### config.mk
export PLATFORM = sky130hd
export DESIGN_NAME = exe_mem_pipe_reg
export DESIGN_NICKNAME = d
export VERILOG_FILES = /design/src/rtl/exe_mem_pipe_reg.sv
export SDC_FILE = /design/constraint.sdc
export NUM_CORES = 1
export LEC_CHECK = 0
export CORE_MARGIN = 3
export CORE_UTILIZATION = 42
export DETAILED_ROUTE_END_ITERATION = 10
export PLACE_DENSITY = 0.8
export SETUP_SLACK_MARGIN = 0.4
export SYNTH_ARGS = -nofsm -noshare
export SYNTH_HDL_FRONTEND = slang
export SYNTH_SLANG_ARGS = --single-unit
### constraint.sdc
create_clock -name clk -period 2.1 [get_ports clk]
set_input_delay 0.525 -clock clk [delete_from_list [all_inputs] [get_ports clk]]
set_output_delay 0.525 -clock clk [all_outputs]
set_load 0.02 [all_outputs]
### src/rtl/exe_mem_pipe_reg.sv
// EXE->MEM pipeline register: DEPTH stages carrying the control bundle,
// ALU result, Rm value and destination index, with per-stage valid bits,
// freeze/flush handling and a saturating stall-cycle counter.
module exe_mem_pipe_reg #(
   parameter int DATA_W = 32,
   parameter int CTRL_W = 5,
   parameter int DEST_W = 4,
   parameter int DEPTH  = 1,
   parameter int CNT_W  = 16
) (
   input  logic              clk,
   input  logic              rst,
   input  logic              freeze,
   input  logic              flush,
   input  logic              valid_in,
   input  logic [CTRL_W-1:0] ctrl_in,
   input  logic [DATA_W-1:0] alu_res_in,
   input  logic [DATA_W-1:0] val_rm_in,
   input  logic [DEST_W-1:0] dest_in,
   output logic              valid_out,
   output logic [CTRL_W-1:0] ctrl_out,
   output logic [DATA_W-1:0] alu_res_out,
   output logic [DATA_W-1:0] val_rm_out,
   output logic [DEST_W-1:0] dest_out,
   output logic [CNT_W-1:0]  stall_cnt,
   input  logic              clr_stall_cnt
);

   generate
      if (DEPTH < 1 || DEPTH > 4) begin : g_bad_depth
         $error("exe_mem_pipe_reg: DEPTH must be in 1..4");
      end
   endgenerate

   // Source chain: index 0 is the module input, index k+1 is stage k.
   logic [DEPTH:0]    valid_src;
   logic [CTRL_W-1:0] ctrl_src  [DEPTH+1];
   logic [DATA_W-1:0] alu_src   [DEPTH+1];
   logic [DATA_W-1:0] rm_src    [DEPTH+1];
   logic [DEST_W-1:0] dest_src  [DEPTH+1];

   assign valid_src[0] = valid_in;
   assign ctrl_src[0]  = ctrl_in;
   assign alu_src[0]   = alu_res_in;
   assign rm_src[0]    = val_rm_in;
   assign dest_src[0]  = dest_in;

   genvar gi;
   generate
      for (gi = 0; gi < DEPTH; gi++) begin : g_stage
         logic              valid_q, valid_d;
         logic [CTRL_W-1:0] ctrl_q,  ctrl_d;
         logic [DATA_W-1:0] alu_q,   alu_d;
         logic [DATA_W-1:0] rm_q,    rm_d;
         logic [DEST_W-1:0] dest_q,  dest_d;

         // Next state: flush kills the entry, freeze holds, otherwise shift in.
         always_comb begin
            valid_d = valid_q;
            ctrl_d  = ctrl_q;
            alu_d   = alu_q;
            rm_d    = rm_q;
            dest_d  = dest_q;
            if (flush) begin
               valid_d = 1'b0;
               ctrl_d  = '0;
            end else if (!freeze) begin
               valid_d = valid_src[gi];
               // Bubbles never carry live control bits into the stage.
               ctrl_d  = ctrl_src[gi] & {CTRL_W{valid_src[gi]}};
               alu_d   = alu_src[gi];
               rm_d    = rm_src[gi];
               dest_d  = dest_src[gi];
            end
         end

         // Stage flops with asynchronous clear.
         always_ff @(posedge clk or negedge rst) begin
            if (!rst) begin
               valid_q <= 1'b0;
               ctrl_q  <= '0;
               alu_q   <= '0;
               rm_q    <= '0;
               dest_q  <= '0;
            end else begin
               valid_q <= valid_d;
               ctrl_q  <= ctrl_d;
               alu_q   <= alu_d;
               rm_q    <= rm_d;
               dest_q  <= dest_d;
            end
         end

         assign valid_src[gi+1] = valid_q;
         assign ctrl_src[gi+1]  = ctrl_q;
         assign alu_src[gi+1]   = alu_q;
         assign rm_src[gi+1]    = rm_q;
         assign dest_src[gi+1]  = dest_q;
      end
   endgenerate

   // Outputs straight from the last stage; ctrl is masked by its own valid.
   assign valid_out   = valid_src[DEPTH];
   assign ctrl_out    = ctrl_src[DEPTH] & {CTRL_W{valid_src[DEPTH]}};
   assign alu_res_out = alu_src[DEPTH];
   assign val_rm_out  = rm_src[DEPTH];
   assign dest_out    = dest_src[DEPTH];

   localparam logic [CNT_W-1:0] CNT_MAX = '1;

   logic [CNT_W-1:0] cnt_q, cnt_d;

   // Stall counter: clear wins, then count frozen (non-flushed) edges, saturating.
   always_comb begin
      cnt_d = cnt_q;
      if (clr_stall_cnt) begin
         cnt_d = '0;
      end else if (freeze && !flush && (cnt_q != CNT_MAX)) begin
         cnt_d = cnt_q + CNT_W'(1);
      end
   end

   // Counter flop with asynchronous clear.
   always_ff @(posedge clk or negedge rst) begin
      if (!rst) begin
         cnt_q <= '0;
      end else begin
         cnt_q <= cnt_d;
      end
   end

   assign stall_cnt = cnt_q;

endmodule

**Yosys cells after proc, flatten, opt, wreduce, memory -nomap -nowiden**

Index checks and enable logic that the tools add are counted.

- Bits of input ports: 79
- Logic and storage cells: 24
- Output and inout port bits: 90
- Bits in registers: 90
- Memories: 0
- Bits in latches: 0
- Bits in read-only memories: 0
- Bits in writable memories: 0

- $lt $le $gt $ge: 0
- Divide/modulo/power cells: 0
- Mux-type cells: 6
- Multipliers: 0
- Shift operators: 0
- Equal/unequal tests: 2
- $add $sub $neg: 1
- Bitwise gates (word level): 4
- Reduce and logical (&&, ||, !) cells: 5

Operators with widths:

| cell | count |
|---|---|
| two-way mux 16 bit | 2 |
| adder 16 x 1 -> 16 bit (second input constant) | 1 |
| inequality test 16 bit (second input constant) | 1 |
| AND 5 bit | 2 |
| two-way mux 5 bit | 2 |
| logical AND 1 bit | 2 |
| two-way mux 1 bit | 2 |
| inequality test 2 x 1 -> 1 bit (second input constant) | 1 |
| NOT 1 bit | 2 |
| AND reduction 2 bit | 1 |
| nonzero test 2 bit | 1 |
| zero test 1 bit | 1 |

**Depth between registers and ports, before layout**

Gate-level depths: netlist of the first run.

- Word-level depth: 5
- Depth in mapped cells: 5
- Depth with buffers taken out: 5

**Worst setup path before layout of the first run**

OpenSTA, ideal clock, no wires.

- Kind: input -> register
- Start point: in flush
- End point: reg cnt_q[8], in the netlist stall_cnt[8]
- Data arrival time: 1.892 ns
- Slack: 0.130 ns
- Required time: 2.022 ns
- Stages on the path: 5
- Cells stage by stage: buf_2 and3b_1 or3b_1 or4_1 a21oi_1

- Word-level cells in the longest chain between the ends: 4

Ends and longest elaborated chain:

| what | line | source |
|---|---|---|
| from (decl) | 14 | `input logic flush,` |
| zero test 1 bit | 118 | `end else if (freeze && !flush && (cnt_q != CNT_MAX)) begin` |
| logical AND 1 bit (2 in a row) | 118 |  |
| nonzero test 2 bit (no source line) | -- |  |
| to (signal assigned) | 128 | `cnt_q <= cnt_d;` |
| to (decl) | 111 | `logic [CNT_W-1:0] cnt_q, cnt_d;` |

Every way passes these cells.
A chain may end at the register's enable or synchronous reset.

**Worst setup path in the final report of the first run**

- Start point: reg cnt_q[0], in the netlist stall_cnt[0]
- End point: reg cnt_q[8], in the netlist stall_cnt[8]

- Word-level cells in the longest chain between the ends: 3
- Elaborated cells between the ends (all ways): 6
- Those cells by class: 1 x add/sub; 1 x eq/ne; 2 x mux; 2 x reduce/logical

Ends and longest elaborated chain:

| what | line |
|---|---|
| adder 16 x 1 -> 16 bit / inequality test 16 bit (equally long branches) | 119, 118 |
| two-way mux 16 bit / logical AND 1 bit (equally long branches) | 118 |
| two-way mux 16 bit / nonzero test 2 bit (equally long branches) | -- |

Several ways; a longest one is shown, not always the timed one. The select of a mux whose other input is x is not followed.

==> results of run 1 <==
==> sequential cells by signal (all words and copies together) (netlist names) <==
name and cells:
val_rm_out 32, dest_out 4, alu_res_out 32, g_stage.ctrl_q 5
stall_cnt 16, valid_out 1
==> layout make-up <==
| cell class | instances | share of cell area |
|---|---|---|
| clock inverters | 5 | 0.0174 |
| well taps | 105 | 0.0220 |
| inverters | 3 | 0.00189 |
| repair buffers | 194 | 0.296 |
| flip-flops and latches | 90 | 0.378 |
| clock buffers | 10 | 0.0214 |
| multi-input cells | 175 | 0.263 |
==> where the power goes <==
part	switching, mW	leakage (nW)	internal (mW)
clock network	0.574	0.116	0.785
logic	0.500	1.47	0.503
registers	0.0939	1.09	1.93
total	1.17	2.68	3.22
==> cell families after synthesis <==
group | synth area share
buf+inv | 0.0164
flops | 0.602
fa+ha+maj | 0.00334
compound gates | 0.0448
mux | 0.222
simple gates | 0.111
==> Yosys cell counts, drive strengths merged <==
| library cell | count | area share |
|---|---|---|
| or3 | 4 | 0.0067 |
| mux2 | 73 | 0.22 |
| nand2b | 2 | 0.0033 |
| and4 | 1 | 0.0023 |
| clkbuf | 8 | 0.0080 |
| nor2 | 17 | 0.017 |
| o31ai | 9 | 0.018 |
| nand4 | 3 | 0.0050 |
| a21oi | 15 | 0.020 |
| nand3 | 5 | 0.0080 |
| o211ai | 1 | 0.0020 |
| nor3b | 1 | 0.0020 |
| inv | 3 | 0.0030 |
| buf | 4 | 0.0053 |
| nand2 | 9 | 0.0090 |
| or4 | 7 | 0.014 |
| o21ai | 2 | 0.0027 |
| dfrtp | 90 | 0.60 |
| or3b | 1 | 0.0023 |
| and2 | 5 | 0.0084 |
| nor4 | 3 | 0.0090 |
| nand4b | 1 | 0.0040 |
| nand3b | 1 | 0.0020 |
| nor3 | 3 | 0.0040 |
| or2 | 1 | 0.0017 |
| nor2b | 6 | 0.010 |
| mux2i | 1 | 0.0027 |
| ha | 1 | 0.0033 |
| and3b | 1 | 0.0023 |
| a22oi | 1 | 0.0020 |
==> worst paths after layout <==
check | startpoint | endpoint | slack (ns) | cells after the start
max in group asynchronous | rst | alu_res_out[31] | 1.34 | 2
setup reg to reg | stall_cnt[0] | stall_cnt[8] | 0.31 | 5
hold / removal | rst | stall_cnt[11] | 0.15 | 1
min in group clk | alu_res_out[19] | alu_res_out[19] | 0.50 | 1
hold reg to reg | alu_res_out[19] | alu_res_out[19] | 0.50 | 1
setup / recovery | stall_cnt[0] | stall_cnt[8] | 0.31 | 5
==> critical path, stage by stage (launching register included) <==
cell	delay, ns
dfrtp_2	0.41
ha_4	0.14
and3b_1	0.16
or3b_4	0.41
or4_4	0.49
a21oi_2	0.12
==> layout by cell type (no fill, tap or decap), types with 6 or more instances in the layout <==
cell,n
nor2b_1,6
clkbuf_8,9
buf_4,22
clkbuf_2,6
clkdlybuf4s50_1,75
a21oi_1,14
dlygate4sd2_1,79
nand2_1,9
nor2_1,16
o31ai_1,7
dfrtp_1,85
mux2_2,72
==> timing repair <==
item	4_1_cts	5_1_grt
setup buffers	8	6
pin swaps	7	7
resized for setup	112	31
endpoints found under the setup margin	174	29
gates cloned	1	0
==> through the flow <==
| step | setup slack, ns | TNS (ns) |
|---|---|---|
| floorplan | 0.141 | 0 |
| global placement | -0.248 | -1.30 |
| detailed placement | -0.313 | -2.88 |
| CTS | 0.255 | 0 |
| global route | 0.248 | 0 |
| finish | 0.310 | 0 |
==> per-layer routing <==
metal	routed length, um	vias up
met5	0	-
met4	178	0
met3	882	15
met2	4870	120
met1	3760	1435
li1	-	1398
==> qor.txt, run 1 <==
TritonCTS buffer count -> 9
crit path capture type -> flip-flop
site row count -> 33
Starting Density -> 0.444
Slew @ Worst Pin -> 0.529 ns
# IOs -> 169
sequential fraction of the synthesis area -> 0.602
Final ANT Viol Nets -> 0
met1 usage -> 0.229
drt via density -> 5.10
Setup violations, final -> 0
GPL Wtd Cong -> 0.757
Die Wd -> 100 um
RSZ-0062 raised after global routing -> yes
Port Buffer Count -> 168
drt initial violations -> 71
Global Route met2 Usage -> 0.326
fillers -> 653
Std-Cell Core Area -> 0.00842 mm^2
drc violations -> 0
CTS tree -> done
final core occ -> 0.709
share of cells above drive strength 1 -> 0.314
hold slack -> 0.152 ns
Worst-path clk slew -> 0.09 ns
initial antenna violation count -> 0
CTS Root Cell -> clkbuf_8
hold_buf cts -> 0
Rel. slew slack -> 0.647
Highest Clock Rate -> 559 MHz
Total Routing Usage GR -> 0.192
fin. max-slew vios -> 0
area of the multi-input gates -> 0.00157 mm^2
die height -> 100 um
crit path DAT -> 2.07 ns
average size of a mapped cell -> 13.4 um^2
crit path max fanout -> 4
Cell variety after synth -> 32
dpl cells -> 552
first-pass GRT wire length -> 15.3 mm
Total Wirelength -> 9.69 mm
Critical Path Source Type -> flip-flop
Non-Filler Instances -> 582
max_cap viols -> 0
Cell Area, Synth -> 0.00374 mm^2
Fin. Hold Viols -> 0
die area -> 0.0101 mm^2
Clk Latency, worst-skew pair -> 0.34 ns
H-tree depth -> 3
First-pass DRT Iterations -> 4
area grow syn2layout -> 59.6%
Setup Skew -> 0.00850 ns
Finished Cell Area -> 0.00597 mm^2
Tot Pwr -> 4.39 mW
met3 usage -> 0.0674
leakage dissipation -> 2.68 nW
Power Density -> 735 mW/mm^2
grt total ovfl -> 0
Cells after Synth -> 279
Via Count -> 2968
dpl cell area -> 0.00566 mm^2
fin crit share -> 0.853
Register Area -> 0.00226 mm^2
Seq cells post-synth -> 90
Nets -> 553
global route hottest layer -> met2
HPWL after DPL -> 7.12 mm
clock sinks -> 90
clk buf depth -> 2
syn_nets -> 359
CP Class -> flip-flop to flip-flop
Antenna Diode Count -> 0
vias in the first global route -> 3106
worst vdd ir -> 472 uV
worst endpoint required time -> 2.38 ns
Hold Crit Class -> primary input to asynchronous set/reset pin
largest net degree at the start of global routing -> 43
Avg WL per Cell -> 16.6 um
Final min period -> 1.79 ns
Ys Warns -> 0
status -> completed
(Power assumes the default switching activity.)
==> run 2, diff against run 1 <==
CELL_PAD_IN_SITES_DETAIL_PLACEMENT = 0   (was unset)
CELL_PAD_IN_SITES_GLOBAL_PLACEMENT = 2   (was unset)
CORE_UTILIZATION = 26   (was 42)
CTS_CLUSTER_SIZE = 28   (was unset)
PLACE_DENSITY = 0.79   (was 0.8)
==> run 2 against run 1 <==
Utilization fell by 26 points. Global-route usage decreased by 6.3 points. Power up 4.3%. Register-to-register slack worse by 0.03 ns. Cell count up 16%. Die area grew 57%. Clock skew is 0.0057 ns lower. Critical path depth rose by 1. Via count grew 1.6%. Worst hold slack worse by 0.048 ns. Maximum frequency decreased by 1.9%. Sequential power barely moved.
==> qor.txt, run 2 (same netlist as run 1, synthesis figures left out) <==
leakage dissipation -> 2.77 nW (+3.3%)
fillers -> 1349 (+110%)
TritonCTS buffer count -> 9 (unchanged)
RSZ-0062 raised after global routing -> yes
Avg WL per Cell -> 15.5 um (-6.9%)
share of cells above drive strength 1 -> 0.377 (+0.0628)
Die Wd -> 126 um (+25%)
Reg2Reg Depth -> 6 (+1)
status -> completed
first-pass GRT wire length -> 16.5 mm (+7.9%)
largest net degree at the start of global routing -> 56 (+30%)
Finished Cell Area -> 0.00634 mm^2 (+6.2%)
H-tree depth -> 3 (unchanged)
commonest non-fill, non-tap cell in the layout -> dfrtp_1
crit path max fanout -> 5 (+1)
Non-Filler Instances -> 673 (+16%)
Worst-path clk slew -> 0.06 ns (-0.03 ns)
clock sinks -> 90 (unchanged)
crit-path max cell delay -> 0.42 ns (-0.07 ns)
Port Buffer Count -> 168 (unchanged)
Largest delay share family, worst path -> simple AND/OR/NAND/NOR gates
HPWL after DPL -> 7.37 mm (+3.6%)
Setup violations, final -> 0 (unchanged)
grt total ovfl -> 0 (unchanged)
crit path capture type -> flip-flop
worst vdd ir -> 365 uV (-23%)
Total Wirelength -> 10.4 mm (+7.7%)
final setup TNS -> 0 ns (unchanged)
drt via density -> 4.48 (-12%)
dpl cells -> 634 (+15%)
fin. max-slew vios -> 0 (unchanged)
CTS tree -> done
Setup Skew -> 0.00276 ns (-0.00574 ns)
Via Count -> 3016 (+1.6%)
vias in the first global route -> 3203 (+3.1%)
area of the multi-input gates -> 0.00164 mm^2 (+4.5%)
die height -> 126 um (+25%)
Nets -> 568 (+2.7%)
critical path depth -> 6 (+1)
drt initial violations -> 96 (+35%)
area grow syn2layout -> 69.5%
Final ANT Viol Nets -> 0 (unchanged)
Total Routing Usage GR -> 0.129 (-0.0635)
dpl cell area -> 0.00580 mm^2 (+2.4%)
Std-Cell Core Area -> 0.0140 mm^2 (+66%)
most frequent cells in the layout -> dfrtp_1, dlygate4sd2_1, clkdlybuf4s50_1
initial antenna violation count -> 0 (unchanged)
Starting Density -> 0.268 (-0.177)
CP Buf/Inv Count -> 1 (+1)
CTS Root Cell -> clkbuf_16
Clk Latency, worst-skew pair -> 0.34 ns (about the same)
Antenna Diode Count -> 0 (unchanged)
die area -> 0.0159 mm^2 (+57%)
Final min period -> 1.82 ns (+0.0342 ns)
worst endpoint required time -> 2.33 ns (-0.05 ns)
Hold Crit Class -> primary input to asynchronous set/reset pin
Slew @ Worst Pin -> 0.391 ns (-0.139 ns)
drc violations -> 0 (unchanged)
CP Class -> flip-flop to flip-flop
Fin. Hold Viols -> 0 (unchanged)
fin crit share -> 0.869 (+0.0163)
Tot Pwr -> 4.58 mW (+4.3%)
First-pass DRT Iterations -> 4 (unchanged)
Register Area -> 0.00226 mm^2 (+0.17%)
site row count -> 43 (+30%)
Critical Path Source Type -> flip-flop
# IOs -> 169 (unchanged)
max_cap viols -> 0 (unchanged)
Highest Clock Rate -> 548 MHz (-1.9%)
clk buf depth -> 2 (unchanged)
Rel. slew slack -> 0.739 (+0.0924)
Slowest-stage cell, CP -> dfrtp_2
Power Density -> 722 mW/mm^2 (-1.8%)
crit-path cells -> ha_4 -> and3b_1 -> or3b_4 -> buf_4 -> nor3_4 -> mux2_4
crit path DAT -> 2.05 ns (-0.02 ns)
GPL Wtd Cong -> 0.692 (-8.6%)
==> run 2: area by class of cell <==
class	instances	share of cell area
well taps	180	0.0355
clock buffers	11	0.0383
flip-flops and latches	90	0.357
inverters	3	0.00178
multi-input cells	174	0.259
repair buffers	210	0.303
clock inverters	5	0.00592
==> run 2: per-stage QoR <==
step | setup slack [ns] | utilization | hold WS, ns
after floorplan | 0.141 | - | 0.229
after global placement | -0.292 | 0.414 | 0.483
after detailed placement | -0.305 | 0.414 | 0.484
after CTS | 0.265 | 0.437 | 0.109
after global routing | 0.221 | 0.453 | 0.128
final | 0.275 | 0.453 | 0.104
==> run 2: report_power, final <==
group,internal [mW],switching [mW],total [mW]
combinational,0.511,0.507,1.02
sequential,1.93,0.0918,2.03
clock,0.842,0.691,1.53
==> run 2: repair_timing <==
action,4_1_cts,5_1_grt
setup buffers,11,12
pin swaps,8,10
hold endpoints to repair,0,0
hold buffers,0,0
gates resized for setup,129,48
endpoints found under the setup margin,172,27
==> run 2: worst paths after layout <==
kind / start / endpoint / slack [ns]
hold reg to reg: val_rm_out[23] / val_rm_out[23] / 0.50
min in group clk: val_rm_out[23] / val_rm_out[23] / 0.50
setup reg to reg: stall_cnt[0] / stall_cnt[10] / 0.28
setup / recovery: stall_cnt[0] / stall_cnt[10] / 0.28
hold / removal: rst / val_rm_out[5] / 0.10
max in group asynchronous: rst / valid_out / 1.36
==> run 2: layer usage <==
metal | track usage | wire [um] | up-vias
met3 | 0.0500 | 894 | 12
met5 | 0 | 0 | -
met4 | 0.0530 | 181 | 0
li1 | - | - | 1421
met2 | 0.202 | 4960 | 117
met1 | 0.160 | 4400 | 1466
==> variant (settings of run 2) <==
`DEST_W`: 4 -> 3.
--- a/src/rtl/exe_mem_pipe_reg.sv
+++ b/src/rtl/exe_mem_pipe_reg.sv
@@ -6,3 +6,3 @@
    parameter int CTRL_W = 5,
-   parameter int DEST_W = 4,
+   parameter int DEST_W = 3,
    parameter int DEPTH  = 1,
Interface: changed (resized dest_in and dest_out); port bits go from 169 to 167. No check against the original RTL was run, so the function may have changed too.
==> variant against run 2 <==
  * Worst hold slack gained 0.031 ns
  * Critical path depth decreased by 3
  * Power rose by 1.5%
  * Routed wire length decreased by 0.65%
  * Final area down 3.5%
  * Sequential cell count is 1 lower
  * Setup slack better by 0.12 ns
  * Clock power increased by 5%
  * Synthesized area shrank 1.5%
==> variant: results <==
[cells_and_area]
clk_share_pct = 4.84
n_antenna_cell = 0
drive_above_1_share_pct = 32.0
signal_buffers = 207
fin_nets = 559
multi_input_area_share_pct = 23.6
nFillCells = 1274
ff_latch_area_um2 = 2240
nNonClkInverters = 2

[cts]
ctsResizeCount = 120
cts_max_level = 3

[sta]
skew_ns = 0.00246
slew-limit-headroom_pct = 69.6

[global_route]
grt.total_usage_pct = 13.3
grt_pass1_vias = 3141
grt_pass1_wl_mm = 16.7
grt_max_degree = 48

[yosys]
synth_fa_ha_area_share_pct = 0.340
synth.area.top_cells = dfrtp_1 60%, mux2_2 20%, a21oi_1 2.6%
synth-xor-area-share_pct = 0.238
synthMuxAreaShare_pct = 20.7
synth_nets = 352
synth-seq-area-share_pct = 60.4
synthTopCellsByCount = 89 x dfrtp_1, 67 x mux2_2, 19 x a21oi_1, 14 x nor2_1, 9 x o31ai_1
ys_types = 30
yosys_register_bits = 89
synth_compound_area_share_pct = 6.32

[power_and_ir_drop]
peakVddDrop_mv = 0.322
switchingPower_w = 0.00126
leakagePower_nw = 2.67

[detailed_routing]
initialDrtViolationCount = 166

[die]
die_w_um = 125

[placement]
io_buffers = 166
hpwl_mm = 7.54
place_congestion = 0.743
placed_cell_area_um2 = 5730

[setup_path]
cp_max_fo = 6
crit_arrival_ns = 1.18

[outcome]
status = completed
variant: changes by cell type in the layout (fill, tap and decap cells not counted), moves of 4 or more:
cell     delta
or4_1       +4
o21ai_0     +7
or4_4       -4
nor2b_1     -5
or3_1       +5
a21oi_2     -7
a21oi_1    +11
buf_6       -5
variant: power by group through the flow:
stage          clock network (W)  registers [W]  logic (W)
3_5_place_dp                   0        0.00205    0.00117
5_1_grt                  0.00176        0.00203    0.00110
6_report                 0.00161        0.00200    0.00103
2_1_floorplan                  0        0.00229   0.000240
3_3_place_gp                   0        0.00204    0.00116
4_1_cts                  0.00169        0.00201    0.00105
variant: worst paths after layout:
path / depth (start not counted) / to / slack, ns / start
max in group asynchronous: 2 / alu_res_out[22] / 1.35 / rst
min: 1 / stall_cnt[7] / 0.13 / rst
min in group clk: 1 / val_rm_out[2] / 0.50 / val_rm_out[2]
max reg2reg: 6 / stall_cnt[5] / 0.43 / stall_cnt[4]
max: 3 / ctrl_out[1] / 0.39 / valid_out
min reg2reg: 1 / val_rm_out[2] / 0.50 / val_rm_out[2]
variant: stage by stage:
step	instances	hold WS [ns]	utilization [%]
floorplan	273	0.229	-
global placement	624	0.487	42.3
detailed placement	624	0.494	42.3
CTS	651	0.133	44.6
global route	660	0.156	45.2
finish	660	0.135	45.2
variant: layer usage:
layer | GRT usage (%) | up-vias | share of wire, % | routed length, um
met1 | 15.7 | 1480 | 41 | 4300
met2 | 21.3 | 125 | 47 | 4910
met4 | 6.38 | 0 | 2.2 | 228
li1 | - | 1416 | - | -
met5 | 0 | - | 0 | 0
met3 | 5.03 | 16 | 9.0 | 931
variant: worst max-delay path: stages, from the launching register on:
cell	delay [ns]
dfrtp_2	0.44
buf_6	0.12
and2_1	0.13
clkbuf_2	0.16
